<file path="config.mk">
export PLATFORM = sky130hd
export DESIGN_NAME = gray_counter_ud
export DESIGN_NICKNAME = d
export VERILOG_FILES = /design/src/rtl/gray_pkg.sv /design/src/rtl/gray_step_chk.sv /design/src/rtl/gray_counter_ud.sv
export SDC_FILE = /design/constraint.sdc
export NUM_CORES = 1
export LEC_CHECK = 0
export BUFFER_PORTS_ARGS = -buffer_cell sky130_fd_sc_hd__buf_2
export CAP_MARGIN = 25
export CELL_PAD_IN_SITES_DETAIL_PLACEMENT = 2
export CELL_PAD_IN_SITES_GLOBAL_PLACEMENT = 2
export CORE_MARGIN = 3
export CORE_UTILIZATION = 29
export CTS_CLUSTER_SIZE = 12
export DETAILED_ROUTE_END_ITERATION = 10
export GPL_ROUTABILITY_DRIVEN = 0
export PLACE_DENSITY = 0.8
export REMOVE_ABC_BUFFERS = 1
export SLEW_MARGIN = 20
export SYNTH_ARGS = -nofsm -noshare
export SYNTH_HDL_FRONTEND = slang
export SYNTH_HIERARCHICAL = 1
export SYNTH_SLANG_ARGS = --single-unit
</file>
<file path="constraint.sdc">
create_clock -name clk -period 3.3 [get_ports clk]
set_clock_uncertainty 0.05 [all_clocks]
set_input_delay 0.99 -clock clk [delete_from_list [all_inputs] [get_ports clk]]
set_output_delay 0.99 -clock clk [all_outputs]
set_load 0.005 [all_outputs]
</file>
<file path="src/rtl/gray_pkg.sv">
// Shared Gray-code helpers and counter mode constants.
// The conversion functions work at GRAY_MAX_W bits; callers zero-extend and keep the low WIDTH bits.
package gray_pkg;

    localparam int GRAY_MAX_W = 64;

    localparam int MODE_WRAP = 0;
    localparam int MODE_SAT  = 1;

    function automatic logic [GRAY_MAX_W-1:0] bin2gray(input logic [GRAY_MAX_W-1:0] b);
        return b ^ (b >> 1);
    endfunction

    function automatic logic [GRAY_MAX_W-1:0] gray2bin(input logic [GRAY_MAX_W-1:0] g);
        logic [GRAY_MAX_W-1:0] b;
        b[GRAY_MAX_W-1] = g[GRAY_MAX_W-1];
        for (int i = GRAY_MAX_W - 2; i >= 0; i--) begin
            b[i] = b[i+1] ^ g[i];
        end
        return b;
    endfunction

endpackage

</file>
<file path="src/rtl/gray_step_chk.sv">
// Sticky monitor: after every real count step the Gray value must have changed in exactly one bit.
module gray_step_chk
    import gray_pkg::*;
#(
    parameter int WIDTH = 8
) (
    input  logic             clk,
    input  logic             rst,
    input  logic             step,
    input  logic [WIDTH-1:0] cnt_gray,
    output logic             chk_err
);

    logic [WIDTH-1:0] prev_gray;
    logic             last_step;

    // prev_gray and last_step describe the edge that produced the current cnt_gray
    always_ff @(posedge clk) begin
        if (rst) begin
            prev_gray <= '0;
            last_step <= 1'b0;
            chk_err   <= 1'b0;
        end else begin
            prev_gray <= cnt_gray;
            last_step <= step;
            if (last_step && ($countones(prev_gray ^ cnt_gray) != 1)) begin
                chk_err <= 1'b1;
            end
        end
    end

endmodule

</file>
<file path="src/rtl/gray_counter_ud.sv">
// Up/down Gray counter with load, wrap/saturate mode and registered flags.
// Define GRAY_CNT_CHK_EN to build the one-bit-per-step checker that drives chk_err.
module gray_counter_ud
    import gray_pkg::*;
#(
    parameter int          WIDTH    = 8,
    parameter int          SATURATE = MODE_WRAP,
    parameter int unsigned RST_VAL  = 0
) (
    input  logic             clk,
    input  logic             rst,
    input  logic             enable,
    input  logic             dir,
    input  logic             load,
    input  logic [WIDTH-1:0] load_val,
    output logic [WIDTH-1:0] cnt_bin,
    output logic [WIDTH-1:0] cnt_gray,
    output logic             at_max,
    output logic             at_min,
    output logic             wrap,
    output logic             chk_err
);

    localparam logic [WIDTH-1:0]      ALL_ONES   = '1;
    localparam logic [WIDTH-1:0]      RST_BIN    = WIDTH'(RST_VAL);
    localparam logic [GRAY_MAX_W-1:0] RST_GRAY_W = bin2gray(GRAY_MAX_W'(RST_BIN));
    localparam logic [WIDTH-1:0]      RST_GRAY   = RST_GRAY_W[WIDTH-1:0];
    localparam bit                    SAT_MODE   = (SATURATE == MODE_SAT);

    logic [WIDTH-1:0]      bin_q;
    logic [WIDTH-1:0]      gray_q;
    logic [WIDTH-1:0]      next_bin;
    logic [GRAY_MAX_W-1:0] next_gray_w;
    logic                  next_wrap;
    logic                  count_step;
    logic                  unused_gray_hi;

    // count_step marks an enabled cycle that really moves the value (not a saturation hold)
    always_comb begin
        next_bin   = bin_q;
        next_wrap  = 1'b0;
        count_step = 1'b0;
        if (load) begin
            next_bin = load_val;
        end else if (enable) begin
            if (dir) begin
                if (bin_q == ALL_ONES) begin
                    if (!SAT_MODE) begin
                        next_bin   = '0;
                        next_wrap  = 1'b1;
                        count_step = 1'b1;
                    end
                end else begin
                    next_bin   = bin_q + 1'b1;
                    count_step = 1'b1;
                end
            end else begin
                if (bin_q == '0) begin
                    if (!SAT_MODE) begin
                        next_bin   = ALL_ONES;
                        next_wrap  = 1'b1;
                        count_step = 1'b1;
                    end
                end else begin
                    next_bin   = bin_q - 1'b1;
                    count_step = 1'b1;
                end
            end
        end
    end

    assign next_gray_w    = bin2gray(GRAY_MAX_W'(next_bin));
    assign unused_gray_hi = ^next_gray_w[GRAY_MAX_W-1:WIDTH];

    // Gray is registered from the next binary value so the output never glitches
    always_ff @(posedge clk) begin
        if (rst) begin
            bin_q  <= RST_BIN;
            gray_q <= RST_GRAY;
            at_max <= (RST_BIN == ALL_ONES);
            at_min <= (RST_BIN == '0);
            wrap   <= 1'b0;
        end else begin
            bin_q  <= next_bin;
            gray_q <= next_gray_w[WIDTH-1:0];
            at_max <= (next_bin == ALL_ONES);
            at_min <= (next_bin == '0);
            wrap   <= next_wrap;
        end
    end

    assign cnt_bin  = bin_q;
    assign cnt_gray = gray_q;

`ifdef GRAY_CNT_CHK_EN
    gray_step_chk #(
        .WIDTH(WIDTH)
    ) u_chk (
        .clk     (clk),
        .rst     (rst),
        .step    (count_step),
        .cnt_gray(gray_q),
        .chk_err (chk_err)
    );
`else
    logic unused_step;
    assign unused_step = count_step;
    assign chk_err     = 1'b0;
`endif

endmodule

</file>
# ---- Word level (Yosys, flattened, before mapping)
# Index checks and enable logic that the tools add are counted.
dict set report classes {
  add_sub_neg 2
  mul 0
  div 0
  magnitude_cmp 0
  eq_ne 2
  n_shift 0
  n_mux 8
  n_bitwise 2
  n_reduce_logical 3
}
# op count
set op_table {}
lappend op_table {{$mux W8} 5}
lappend op_table {{$eq A8 B8 Y1 const B} 2}
lappend op_table {{$logic_not A8 Y1} 2}
lappend op_table {{$add A8 B1 Y8 const B} 1}
lappend op_table {{$sub A8 B1 Y8 const B} 1}
lappend op_table {{$xor A8 B7 Y8} 1}
lappend op_table {{$mux W1} 3}
lappend op_table {{$reduce_or A3 Y1} 1}
lappend op_table {{$not A1 Y1} 1}
dict set report totals {
  regBits 19
  latchBits 0
  mem_bits_rw 0
  rom_bits 0
  in_bits 13
  output_inout_bits 20
  wordCells 22
  n_memories 0
}

# ---- Logic depth before layout (Yosys ltp)
dict set report depth {
  word_depth 6
  depth_mapped 11
  depth_no_buf 10
}

# ---- Worst setup path after synthesis
# Ideal clock, no wire load.
dict set report synth_timing {
  kind {input port to flip-flop}
  startpoint {in dir}
  endpoint {reg gray_q[6] (netlist: cnt_gray[6])}
  setup_ps 114
  arrival_time_ps 2500
  t_required_ps 3136
  path_slack_ps 637
  path_stages 8
  n_path_buf 1
  path_cell_list {clkbuf_1 > nand2b_1 > nor4_1 > a221oi_1 > o31ai_1 > inv_1 > ha_1 > nor2b_1}
}
dict set report synth_via {
  elab_chain_len 4
}
# item line_no
set synth_lines {}
lappend synth_lines {{start: declaration} gray_counter_ud.sv:13} ;# input logic dir,
lappend synth_lines {{$mux W8} gray_counter_ud.sv:46} ;# if (dir) begin
lappend synth_lines {{$mux W8} gray_counter_ud.sv:45} ;# end else if (enable) begin
lappend synth_lines {{$mux W8} gray_counter_ud.sv:43} ;# if (load) begin
lappend synth_lines {{$xor A8 B7 Y8} gray_pkg.sv:11} ;# return b ^ (b >> 1);
lappend synth_lines {{net next_gray_w[6]} gray_counter_ud.sv:33} ;# logic [GRAY_MAX_W-1:0] next_gray_w;
lappend synth_lines {{end signal: assignment} gray_counter_ud.sv:85} ;# gray_q <= next_gray_w[WIDTH-1:0];
lappend synth_lines {{end: declaration} gray_counter_ud.sv:31} ;# logic [WIDTH-1:0] gray_q;
# The timed path passes the listed nets, and every way through them passes these cells.
# A chain may end at the register's enable or synchronous reset.

# ---- Worst setup path after layout
dict set report layout_timing {
  startpoint {reg bin_q[0] (netlist: cnt_bin[0])}
  endpoint {reg gray_q[2] (netlist: cnt_gray[2])}
}
dict set report layout_via {
  elab_chain_len 6
  elab_cells_between_ends 10
  classes_between {2 x add/sub; 1 x eq/ne; 5 x mux; 1 x bitwise; 1 x reduce/logical}
}
# item line_no
set layout_lines {}
lappend layout_lines {{start: declaration} gray_counter_ud.sv:30} ;# logic [WIDTH-1:0] bin_q;
lappend layout_lines {{start signal: assignment} gray_counter_ud.sv:84} ;# bin_q <= next_bin;
lappend layout_lines {{$sub A8 B1 Y8 (tied with other cells)} gray_counter_ud.sv:65} ;# next_bin = bin_q - 1'b1;
lappend layout_lines {{$mux W8 (on tied branches)} {gray_counter_ud.sv:58, gray_counter_ud.sv:47}}
lappend layout_lines {{$mux W8 (*)} gray_counter_ud.sv:46}
lappend layout_lines {{$mux W8 (*)} gray_counter_ud.sv:45}
lappend layout_lines {{$mux W8 (*)} gray_counter_ud.sv:43}
lappend layout_lines {{$xor A8 B7 Y8 (*)} gray_pkg.sv:11}
lappend layout_lines {{net next_gray_w[2]} gray_counter_ud.sv:33}
# The timed path passes the listed nets; every way through them passes the cells marked *.

==> results.ini <==
[status]
status=completed

[clock_network]
cts_root_buf=clkbuf_8
cts.path.max_buffers=2
cts_hold_buf=0
cts-buffers-inserted=3
cts_tree=built
insertion_delay_ps=250
h-tree-depth=1
clock-sinks=18
clk_pin_slew_ps=60
cts_setup_buffers=0
cts_resized=0

[layout]
syn_to_final_growth_pct=17.7
stdcell_count=223
drive_gt1_share_pct=24.0
regArea_um2=360
fill_cells=454
final_common_cell=buf_2
multi_input_area_um2=731
diodes=0
mostFrequentLayoutCells=buf_2 (31), dfxtp_1 (18), nor2_1 (16)
utilization_pct=37.2
nets=198

[placement]
post-place-ws_ps=369
portBuffers=31
dp_hpwl_um=3010
placedCellCount=220

[global_routing]
grtUsageTotal_pct=16.7
gr-total-overflow=0
grt_pass1_wl_um=6670
grt_max_degree=18
antenna_found_initial=0
grt_pass1_vias=1330

[timing]
post-route-period-util_pct=82.8
slew_headroom_pct=60.8
worstMarginPinSlew_ps=580
timing_hold_violations_final=0
fmax_mhz=366
setup_slack_ps=566
final.min_clock_period_ps=2730
final_max_slew_viol_count=0
finalSetupTns_ps=0
setup_viol=0
rsz0062_at_grt=no

[logic_synthesis]
synthesis.area_um2=1210
yosysUniqueCellTypes=34
ys_seq_area_share_pct=29.8
yosysWarnings=6
syn_area_per_cell_um2=8.06
synth_flop_cell=dfxtp_1
synth-seq-cells=18
syn_inst=150
synthArstFlopShare_pct=0
synth-edff-count=0

[drt]
avgViaCountPerCell=5.23
drc_errors=0
postRouteAntennaNets=0
first_pass_iters=4
routed_wl_um=3890
vias=1166
first_iter_violations=32
avgRoutedWirePerCell_um=17.4

[worst_setup_path]
start_kind=flop
cp_max_fo=10
end_kind=flop
crit_required_ps=3390
worstPathArrival_ps=2820
criticalPathCategory=flop to flop

[die]
initial_core_util_pct=31.6
fp.dieW_um=70.6
die_area_um2=4980
rows=22
pin_count=33
core_area_um2=3830
die_h_um=70.6

[power_and_ir_drop]
vdd_drop_max_mv=0.194
p_leak_nw=0.630
power_per_cell_area_nw_per_um2=412

[run]
max_cap_viol_count=0

[min_path]
hp-class=flop to flop

critical path, stage by stage (launching register included):
cell and delay, ps:
dfxtp_1 520, inv_1 190, ha_1 260, nor4b_1 180, a21oi_1 280, a21oi_1 110, a221oi_1 360, buf_4 190
inv_1 80, ha_1 270, nor2b_1 120
state kept, by name, summed over array words and instances, names as in the netlist:
signal / flops
at_min: 1
wrap: 1
cnt_gray: 7
cnt_bin: 8
at_max: 1
logic make-up (layout without fill, tap and decap cells):
| kind of cell | Yosys count | after routing | synth area share, % |
|---|---|---|---|
| compound gates | 27 | 27 | 15.5 |
| buf+inv | 25 | 50 | 9.73 |
| mux | 2 | 2 | 2.69 |
| other cells | 1 | 1 | 0.310 |
| xor+xnor | 11 | 11 | 7.97 |
| flops | 18 | 18 | 29.8 |
| simple gates | 58 | 58 | 25.7 |
| fa+ha+maj | 8 | 8 | 8.28 |
final timing paths:
path	startpoint	endpoint	slack, ps	cells after the start
max	cnt_bin[0]	cnt_gray[2]	570	10
min	cnt_bin[7]	wrap	790	4
max reg2reg	cnt_bin[0]	cnt_gray[2]	570	10
min reg2reg	cnt_bin[7]	wrap	790	4
metal layers:
layer  share of wire, %  GRT usage [%]  wire [µm]
met5                  0              0          0
met4               0.46           3.13         18
met3                4.3           4.40        167
met2                 51           29.2       1960
met1                 45           20.9       1740
final cells by class:
type / count / area share [%]
clock buffers: 3 / 2.90
inverters: 12 / 3.17
multi-input cells: 107 / 51.4
flip-flops and latches: 18 / 25.3
well taps: 48 / 4.22
repair buffers: 35 / 13.0
synth_stat cells, types with 3 or more instances:
library cell   n  area share, %
dfxtp_1       18             30
nor2_1        16            5.0
inv_1         12            3.7
ha_1           8            8.3
xnor2_1        8            5.8
clkbuf_1       7            2.2
a21oi_1        6            2.5
nand2_1        6            1.9
nand3_1        6            2.5
nor2b_1        6            3.1
o21ai_0        6            2.5
a211oi_1       5            3.1
nor3_1         5            2.1
a221oi_1       4            2.9
buf_4          4            2.5
nand2b_1       4            2.1
nor3b_1        4            2.5
nand4_1        3            1.6
nor4_1         3            1.6
o31ai_1        3            1.9
xor2_1         3            2.2
where the power goes:
| part | total, W | switching [W] | internal (W) |
|---|---|---|---|
| registers | 0.000262 | 0.0000248 | 0.000237 |
| clock network | 0.000152 | 0.0000705 | 0.0000811 |
| logic | 0.000172 | 0.0000913 | 0.0000811 |
| total | 0.000586 | 0.000187 | 0.000400 |
metrics by stage:
stage / total power, W / hold slack (ps) / area (µm²)
after floorplan: 0.000360 / 636 / 1140
after global placement: 0.000429 / 746 / 1380
after detailed placement: 0.000439 / 766 / 1380
after CTS: 0.000596 / 788 / 1420
after global routing: 0.000630 / 849 / 1420
final: 0.000586 / 795 / 1420
(Power assumes the default switching activity.)
